File: src/rtl/bp_update_ctrl_if.sv
// Resolved-branch update channel from AGEX into the predictor update controller.
// AGEX is the master; the controller is the slave and owns upd_ready.
interface bp_update_ctrl_if #(
  parameter int PT_INDEX_BITS  = 8,
  parameter int BTB_INDEX_BITS = 4,
  parameter int TAG_BITS       = 26,
  parameter int DBITS          = 32
);
  logic                      upd_valid;
  logic                      upd_ready;
  logic                      upd_taken;
  logic [PT_INDEX_BITS-1:0]  upd_pt_idx;
  logic [BTB_INDEX_BITS-1:0] upd_btb_idx;
  logic [TAG_BITS-1:0]       upd_tag;
  logic [DBITS-1:0]          upd_target;

  modport master (
    output upd_valid, upd_taken, upd_pt_idx, upd_btb_idx, upd_tag, upd_target,
    input  upd_ready
  );

  modport slave (
    input  upd_valid, upd_taken, upd_pt_idx, upd_btb_idx, upd_tag, upd_target,
    output upd_ready
  );
endinterface

File: src/rtl/bp_update_ctrl.sv
// Branch predictor update sequencer: initialization walk over PT/BTB, then a
// small FIFO of resolved branches drained at one PT read-modify-write per cycle.
module bp_update_ctrl #(
  parameter int PT_INDEX_BITS  = 8,
  parameter int BTB_INDEX_BITS = 4,
  parameter int TAG_BITS       = 26,
  parameter int DBITS          = 32,
  parameter int BHR_BITS       = 8,
  parameter int QDEPTH         = 4
) (
  input  logic                         clk,
  input  logic                         reset,
  input  logic                         reinit,
  bp_update_ctrl_if.slave              upd,
  output logic [PT_INDEX_BITS-1:0]     pt_rd_idx,
  input  logic [1:0]                   pt_rd_data,
  output logic                         pt_wr_en,
  output logic [PT_INDEX_BITS-1:0]     pt_wr_idx,
  output logic [1:0]                   pt_wr_data,
  output logic                         btb_wr_en,
  output logic [BTB_INDEX_BITS-1:0]    btb_wr_idx,
  output logic                         btb_wr_valid,
  output logic [TAG_BITS-1:0]          btb_wr_tag,
  output logic [DBITS-1:0]             btb_wr_target,
  output logic [BHR_BITS-1:0]          bhr,
  output logic                         pred_ready,
  output logic [$clog2(QDEPTH+1)-1:0]  q_count
);

  localparam int PT_ENTRIES  = 1 << PT_INDEX_BITS;
  localparam int BTB_ENTRIES = 1 << BTB_INDEX_BITS;
  localparam int PTR_BITS    = $clog2(QDEPTH);
  localparam int CNT_BITS    = $clog2(QDEPTH + 1);

  typedef enum logic {ST_INIT, ST_RUN} state_t;

  typedef struct packed {
    logic                      taken;
    logic [PT_INDEX_BITS-1:0]  pt_idx;
    logic [BTB_INDEX_BITS-1:0] btb_idx;
    logic [TAG_BITS-1:0]       tag;
    logic [DBITS-1:0]          target;
  } entry_t;

  state_t                  state_reg, state_next;
  logic [PT_INDEX_BITS:0]  init_idx_reg, init_idx_next;
  logic [BHR_BITS-1:0]     bhr_reg, bhr_next;
  logic                    pred_ready_reg, pred_ready_next;
  logic [PTR_BITS-1:0]     wr_ptr_reg, wr_ptr_next;
  logic [PTR_BITS-1:0]     rd_ptr_reg, rd_ptr_next;
  logic [CNT_BITS-1:0]     count_reg, count_next;

  entry_t queue_reg [QDEPTH];
  entry_t new_entry;
  entry_t head;
  logic   full, empty, push, pop;

  assign full      = (count_reg == CNT_BITS'(QDEPTH));
  assign empty     = (count_reg == '0);
  assign head      = queue_reg[rd_ptr_reg];
  assign new_entry = '{taken:   upd.upd_taken,
                       pt_idx:  upd.upd_pt_idx,
                       btb_idx: upd.upd_btb_idx,
                       tag:     upd.upd_tag,
                       target:  upd.upd_target};

  assign upd.upd_ready = !reset && !full;
  assign push          = upd.upd_valid && !full && !reinit;

  assign bhr        = bhr_reg;
  assign pred_ready = pred_ready_reg;
  assign q_count    = count_reg;

  // Queue payload needs no reset; occupancy is tracked by the pointers/count.
  generate
    for (genvar gi = 0; gi < QDEPTH; gi++) begin : g_queue
      always_ff @(posedge clk) begin
        if (push && wr_ptr_reg == PTR_BITS'(gi)) begin
          queue_reg[gi] <= new_entry;
        end
      end
    end
  endgenerate

  always_ff @(posedge clk or posedge reset) begin
    if (reset) begin
      state_reg      <= ST_INIT;
      init_idx_reg   <= '0;
      bhr_reg        <= '0;
      pred_ready_reg <= 1'b0;
      wr_ptr_reg     <= '0;
      rd_ptr_reg     <= '0;
      count_reg      <= '0;
    end else begin
      state_reg      <= state_next;
      init_idx_reg   <= init_idx_next;
      bhr_reg        <= bhr_next;
      pred_ready_reg <= pred_ready_next;
      wr_ptr_reg     <= wr_ptr_next;
      rd_ptr_reg     <= rd_ptr_next;
      count_reg      <= count_next;
    end
  end

  always_comb begin
    state_next      = state_reg;
    init_idx_next   = init_idx_reg;
    bhr_next        = bhr_reg;
    pred_ready_next = pred_ready_reg;
    wr_ptr_next     = wr_ptr_reg;
    rd_ptr_next     = rd_ptr_reg;
    count_next      = count_reg;
    pop             = 1'b0;
    pt_rd_idx       = '0;
    pt_wr_en        = 1'b0;
    pt_wr_idx       = '0;
    pt_wr_data      = '0;
    btb_wr_en       = 1'b0;
    btb_wr_idx      = '0;
    btb_wr_valid    = 1'b0;
    btb_wr_tag      = '0;
    btb_wr_target   = '0;

    if (reinit) begin
      // Restart wins over everything: flush queue, drop the push, no writes.
      state_next      = ST_INIT;
      init_idx_next   = '0;
      bhr_next        = '0;
      pred_ready_next = 1'b0;
      wr_ptr_next     = '0;
      rd_ptr_next     = '0;
      count_next      = '0;
    end else begin
      case (state_reg)
        ST_INIT: begin
          pt_wr_en   = !reset;
          pt_wr_idx  = init_idx_reg[PT_INDEX_BITS-1:0];
          pt_wr_data = 2'b01;
          if (init_idx_reg < (PT_INDEX_BITS+1)'(BTB_ENTRIES)) begin
            btb_wr_en  = !reset;
            btb_wr_idx = init_idx_reg[BTB_INDEX_BITS-1:0];
          end
          init_idx_next = init_idx_reg + 1'b1;
          if (init_idx_reg == (PT_INDEX_BITS+1)'(PT_ENTRIES - 1)) begin
            state_next      = ST_RUN;
            pred_ready_next = 1'b1;
          end
        end
        ST_RUN: begin
          if (!empty) begin
            pop        = 1'b1;
            pt_rd_idx  = head.pt_idx;
            pt_wr_en   = !reset;
            pt_wr_idx  = head.pt_idx;
            if (head.taken)
              pt_wr_data = (pt_rd_data == 2'b11) ? 2'b11 : pt_rd_data + 2'b01;
            else
              pt_wr_data = (pt_rd_data == 2'b00) ? 2'b00 : pt_rd_data - 2'b01;
            if (head.taken) begin
              btb_wr_en     = !reset;
              btb_wr_idx    = head.btb_idx;
              btb_wr_valid  = 1'b1;
              btb_wr_tag    = head.tag;
              btb_wr_target = head.target;
            end
            bhr_next = {bhr_reg[BHR_BITS-2:0], head.taken};
          end
        end
        default: state_next = ST_INIT;
      endcase

      if (push) wr_ptr_next = wr_ptr_reg + 1'b1;
      if (pop)  rd_ptr_next = rd_ptr_reg + 1'b1;
      case ({push, pop})
        2'b10:   count_next = count_reg + 1'b1;
        2'b01:   count_next = count_reg - 1'b1;
        default: count_next = count_reg;
      endcase
    end
  end

endmodule

File: src/flat_wrapper.sv
// flat-port wrapper written by rule: the top's interface ports become plain ports
module bp_update_ctrl_flat 
#(
  parameter int PT_INDEX_BITS  = 8,
  parameter int BTB_INDEX_BITS = 4,
  parameter int TAG_BITS       = 26,
  parameter int DBITS          = 32,
  parameter int BHR_BITS       = 8,
  parameter int QDEPTH         = 4
)
  (clk, reset, reinit, pt_rd_idx, pt_rd_data, pt_wr_en, pt_wr_idx, pt_wr_data, btb_wr_en, btb_wr_idx, btb_wr_valid, btb_wr_tag, btb_wr_target, bhr, pred_ready, q_count, upd_upd_valid, upd_upd_taken, upd_upd_pt_idx, upd_upd_btb_idx, upd_upd_tag, upd_upd_target, upd_upd_ready);
  bp_update_ctrl_if #(.PT_INDEX_BITS(PT_INDEX_BITS), .BTB_INDEX_BITS(BTB_INDEX_BITS), .TAG_BITS(TAG_BITS), .DBITS(DBITS)) upd_i ();
  input  logic clk;
  input  logic reset;
  input  logic reinit;
  output logic [PT_INDEX_BITS-1:0] pt_rd_idx;
  input  logic [1:0] pt_rd_data;
  output logic pt_wr_en;
  output logic [PT_INDEX_BITS-1:0] pt_wr_idx;
  output logic [1:0] pt_wr_data;
  output logic btb_wr_en;
  output logic [BTB_INDEX_BITS-1:0] btb_wr_idx;
  output logic btb_wr_valid;
  output logic [TAG_BITS-1:0] btb_wr_tag;
  output logic [DBITS-1:0] btb_wr_target;
  output logic [BHR_BITS-1:0] bhr;
  output logic pred_ready;
  output logic [$clog2(QDEPTH+1)-1:0] q_count;
  input wire logic [$bits(upd_i.upd_valid)-1:0] upd_upd_valid;
  input wire logic [$bits(upd_i.upd_taken)-1:0] upd_upd_taken;
  input wire logic [$bits(upd_i.upd_pt_idx)-1:0] upd_upd_pt_idx;
  input wire logic [$bits(upd_i.upd_btb_idx)-1:0] upd_upd_btb_idx;
  input wire logic [$bits(upd_i.upd_tag)-1:0] upd_upd_tag;
  input wire logic [$bits(upd_i.upd_target)-1:0] upd_upd_target;
  output wire logic [$bits(upd_i.upd_ready)-1:0] upd_upd_ready;
  assign upd_i.upd_valid = upd_upd_valid;
  assign upd_i.upd_taken = upd_upd_taken;
  assign upd_i.upd_pt_idx = upd_upd_pt_idx;
  assign upd_i.upd_btb_idx = upd_upd_btb_idx;
  assign upd_i.upd_tag = upd_upd_tag;
  assign upd_i.upd_target = upd_upd_target;
  assign upd_upd_ready = upd_i.upd_ready;
  bp_update_ctrl #(.PT_INDEX_BITS(PT_INDEX_BITS), .BTB_INDEX_BITS(BTB_INDEX_BITS), .TAG_BITS(TAG_BITS), .DBITS(DBITS), .BHR_BITS(BHR_BITS), .QDEPTH(QDEPTH)) u_core (.clk(clk), .reset(reset), .reinit(reinit), .upd(upd_i), .pt_rd_idx(pt_rd_idx), .pt_rd_data(pt_rd_data), .pt_wr_en(pt_wr_en), .pt_wr_idx(pt_wr_idx), .pt_wr_data(pt_wr_data), .btb_wr_en(btb_wr_en), .btb_wr_idx(btb_wr_idx), .btb_wr_valid(btb_wr_valid), .btb_wr_tag(btb_wr_tag), .btb_wr_target(btb_wr_target), .bhr(bhr), .pred_ready(pred_ready), .q_count(q_count));
endmodule
File: config.mk
export PLATFORM = sky130hd
export DESIGN_NAME = bp_update_ctrl_flat
export DESIGN_NICKNAME = d
export VERILOG_FILES = /design/src/rtl/bp_update_ctrl_if.sv /design/src/rtl/bp_update_ctrl.sv /design/src/flat_wrapper.sv
export SDC_FILE = /design/constraint.sdc
export NUM_CORES = 1
export LEC_CHECK = 0
export CAP_MARGIN = 20
export CORE_UTILIZATION = 49
export CTS_CLUSTER_DIAMETER = 80
export DETAILED_ROUTE_END_ITERATION = 12
export PLACE_DENSITY_LB_ADDON = 0.25
export SLEW_MARGIN = 20
export SYNTH_ARGS = -nofsm -noshare
export SYNTH_HDL_FRONTEND = slang
export SYNTH_SLANG_ARGS = --single-unit
File: constraint.sdc
create_clock -name clk -period 3.2 [get_ports clk]
set_clock_uncertainty 0.1 [all_clocks]
set_input_delay 0.64 -clock clk [delete_from_list [all_inputs] [get_ports clk]]
set_output_delay 0.64 -clock clk [all_outputs]
set_load 0.01 [all_outputs]
==> results_dict.tcl <==
set metrics [dict create \
    status "finished, violations left" \
    violations "negative setup slack" \
    layout-drive-gt1-share_pct 27.5 \
    start_util_pct 50.2 \
    drt_iter0_drc 579 \
    wirelength_um 27100 \
    synth_fp_nets 723 \
    ios 173 \
    p_total_mw 8.40 \
    relSlewSlack_pct 51.5 \
    avgSynthCellArea_um2 19.2 \
    crit_type "flip-flop to output port" \
    cts_buffer_depth 3 \
    setup_tns_ns -0.0207 \
    cts_made_buffers 31 \
    fp.coreArea_um2 24400 \
    crit_fanout 4 \
    min_period_ns 3.22 \
    yosysMostFrequentCell "edfxtp_1" \
    worstMarginPinSlew_ns 0.721 \
    final_util_pct 65.3 \
    dpl.hpwl_um 15300 \
    finalSetupViolations 2 \
    port_buffers 172 \
    hp-class "flip-flop to flip-flop" \
    vias 6759 \
    grt_pass1_vias 7318 \
    grt_max_degree 49 \
    multi_input_area_um2 2910 \
    yosys.area.top_type "edfxtp_1" \
    async_reset_ff_share_pct 8.39 \
    whs_ns 0.434 \
    dieArea_um2 25600 \
    synth_edf_count 284 \
    clkTransAtPathRegs_ns 0.06 \
    synthDominantCellAreaShare_pct 69.6 \
    post_dp_cell_area_um2 14600 \
    ys_seq_area_share_pct 74.9 \
    yosys_warnings 0 \
    fill_cells 1677 \
    placed_cells 1129 \
    stdcell_area_um2 15900 \
    ir_drop_mv 0.455 \
    crit_path_end_kind "output port" \
    ys_ff_latch 310 \
    critPathLaunchType "flip-flop" \
    grt_pass1_wl_um 42100 \
    drcViolationCount 0 \
    rsz0062_at_grt "yes" \
    clk_latency_ns 0.54 \
    fp-row-count 57 \
    syn_inst 639 \
    cp.arrival_ns 2.48 \
    diodes 0 \
    seq_area_um2 9190 \
    post-place-ws_ns 0.0848 \
    hold_viol 0 \
    largest_register_ffs 284 \
    via_per_inst 5.52 \
    synth_flop_cell "edfxtp_1" \
    maxCapViolCount 0 \
    crit_required_ns 2.46 \
    place.gp.congestion 0.859 \
    cts-root-buf "clkbuf_16" \
    chipWidth_um 160 \
    cts.htree.levels 1 \
    ant_nets 0 \
    cts_sinks 310 \
    power_leakage_nw 5.56 \
    synth.top_cells.by_count "edfxtp_1 (284), mux4_2 (71), nor2b_1 (60)" \
    wire_per_inst_um 22.1 \
    ys_types 38 \
    drv_slew 0 \
    max_freq_mhz 311 \
    p_per_area_nw_per_um2 527 \
    track_usage_pct 21.8 \
    antenna_found_initial 3 \
    grt-ovfl-total 0 \
    syn_area_um2 12300 \
    finalNetCount 961 \
    final_cells 1225 \
    areaGrowthSynthToFinish_pct 30.1 \
    cts_tree "yes" \
    first_pass_iters 5 \
    synth.area.top_cells "edfxtp_1 (70%), mux4_2 (13%), dfrtp_1 (5.3%)" \
    die_h_um 160 \
    post-route-period-util_pct 101 \
    fin_ws_ns -0.0175 \
]
-- metal layers --
metal	track usage (%)	routed length, um
met5	0	25
met4	5.63	577
met3	4.83	1860
met2	37.0	13600
met1	28.5	11100
-- cell families after synthesis --
family	share of synthesized area [%]
DFF	74.9
and+or+nand+nor	6.44
muxes	13.3
buffers and inverters	1.75
AOI/OAI and AO/OA	2.16
xor gates and xnor gates	0.572
adders and majority gates	0.858
-- worst max-delay path: stages, from the launching register on --
cell	delay (ns)
dfrtp_4	0.46
mux4_2	0.53
buf_4	0.17
maj3_1	0.35
a21oi_1	0.14
nor2_1	0.06
clkdlybuf4s15_2	0.22
-- cells in the final DEF (no fill, tap or decap), drive strengths merged, types with 7 or more instances in the layout --
| master | count |
|---|---|
| clkdlybuf4s50 | 94 |
| nand2 | 20 |
| dfrtp | 26 |
| a21oi | 18 |
| mux4 | 71 |
| nor2 | 37 |
| and2 | 13 |
| o21ai | 7 |
| inv | 9 |
| a22oi | 11 |
| buf | 97 |
| nor2b | 60 |
| clkbuf | 64 |
| edfxtp | 284 |
| dlygate4sd2 | 21 |
| clkinv | 10 |
-- where the power goes --
group / total (mW) / switching [mW] / internal, mW / leakage, nW
clock: 3.44 / 1.40 / 2.04 / 0.472
combinational: 0.383 / 0.191 / 0.192 / 2.16
sequential: 4.58 / 0.0320 / 4.55 / 2.93
-- final cells by class --
| type | count | area share (%) |
|---|---|---|
| Inverter | 9 | 0.212 |
| Clock inverter | 14 | 0.887 |
| Clock buffer | 43 | 5.21 |
| Timing Repair Buffer | 242 | 15.3 |
| Tap cell | 324 | 2.54 |
| Sequential cell | 310 | 57.6 |
| Multi-Input combinational cell | 283 | 18.3 |
-- what timing repair did --
action / CTS / global route
buffers inserted: 29 / 1
setup endpoints to repair: 81 / 51
gates resized for setup: 217 / 37
gates cloned: 10 / 0
hold buffers: 0 / 0
pin swaps: 2 / 0
-- worst paths after layout --
path                                                      end  slack (ns)                             start  cells past startpoint
setup / recovery                                pt_wr_data[0]       -0.02  u_core.rd_ptr_reg[0]$_DFFE_PP0P_                      6
hold / removal                      u_core.bhr[7]$_DFFE_PP0P_        0.43         u_core.bhr[7]$_DFFE_PP0P_                      2
hold reg to reg                     u_core.bhr[7]$_DFFE_PP0P_        0.43         u_core.bhr[7]$_DFFE_PP0P_                      2
max in group asynchronous  u_core.init_idx_reg[8]$_DFFE_PP0P_        1.85                             reset                      3
setup reg to reg                u_core.q_count[2]$_DFFE_PP0P_        0.51     u_core.q_count[1]$_DFFE_PP0P_                     10
min in group asynchronous           u_core.bhr[1]$_DFFE_PP0P_        0.53                             reset                      2
No activity file was read; power rests on OpenSTA's default activity.
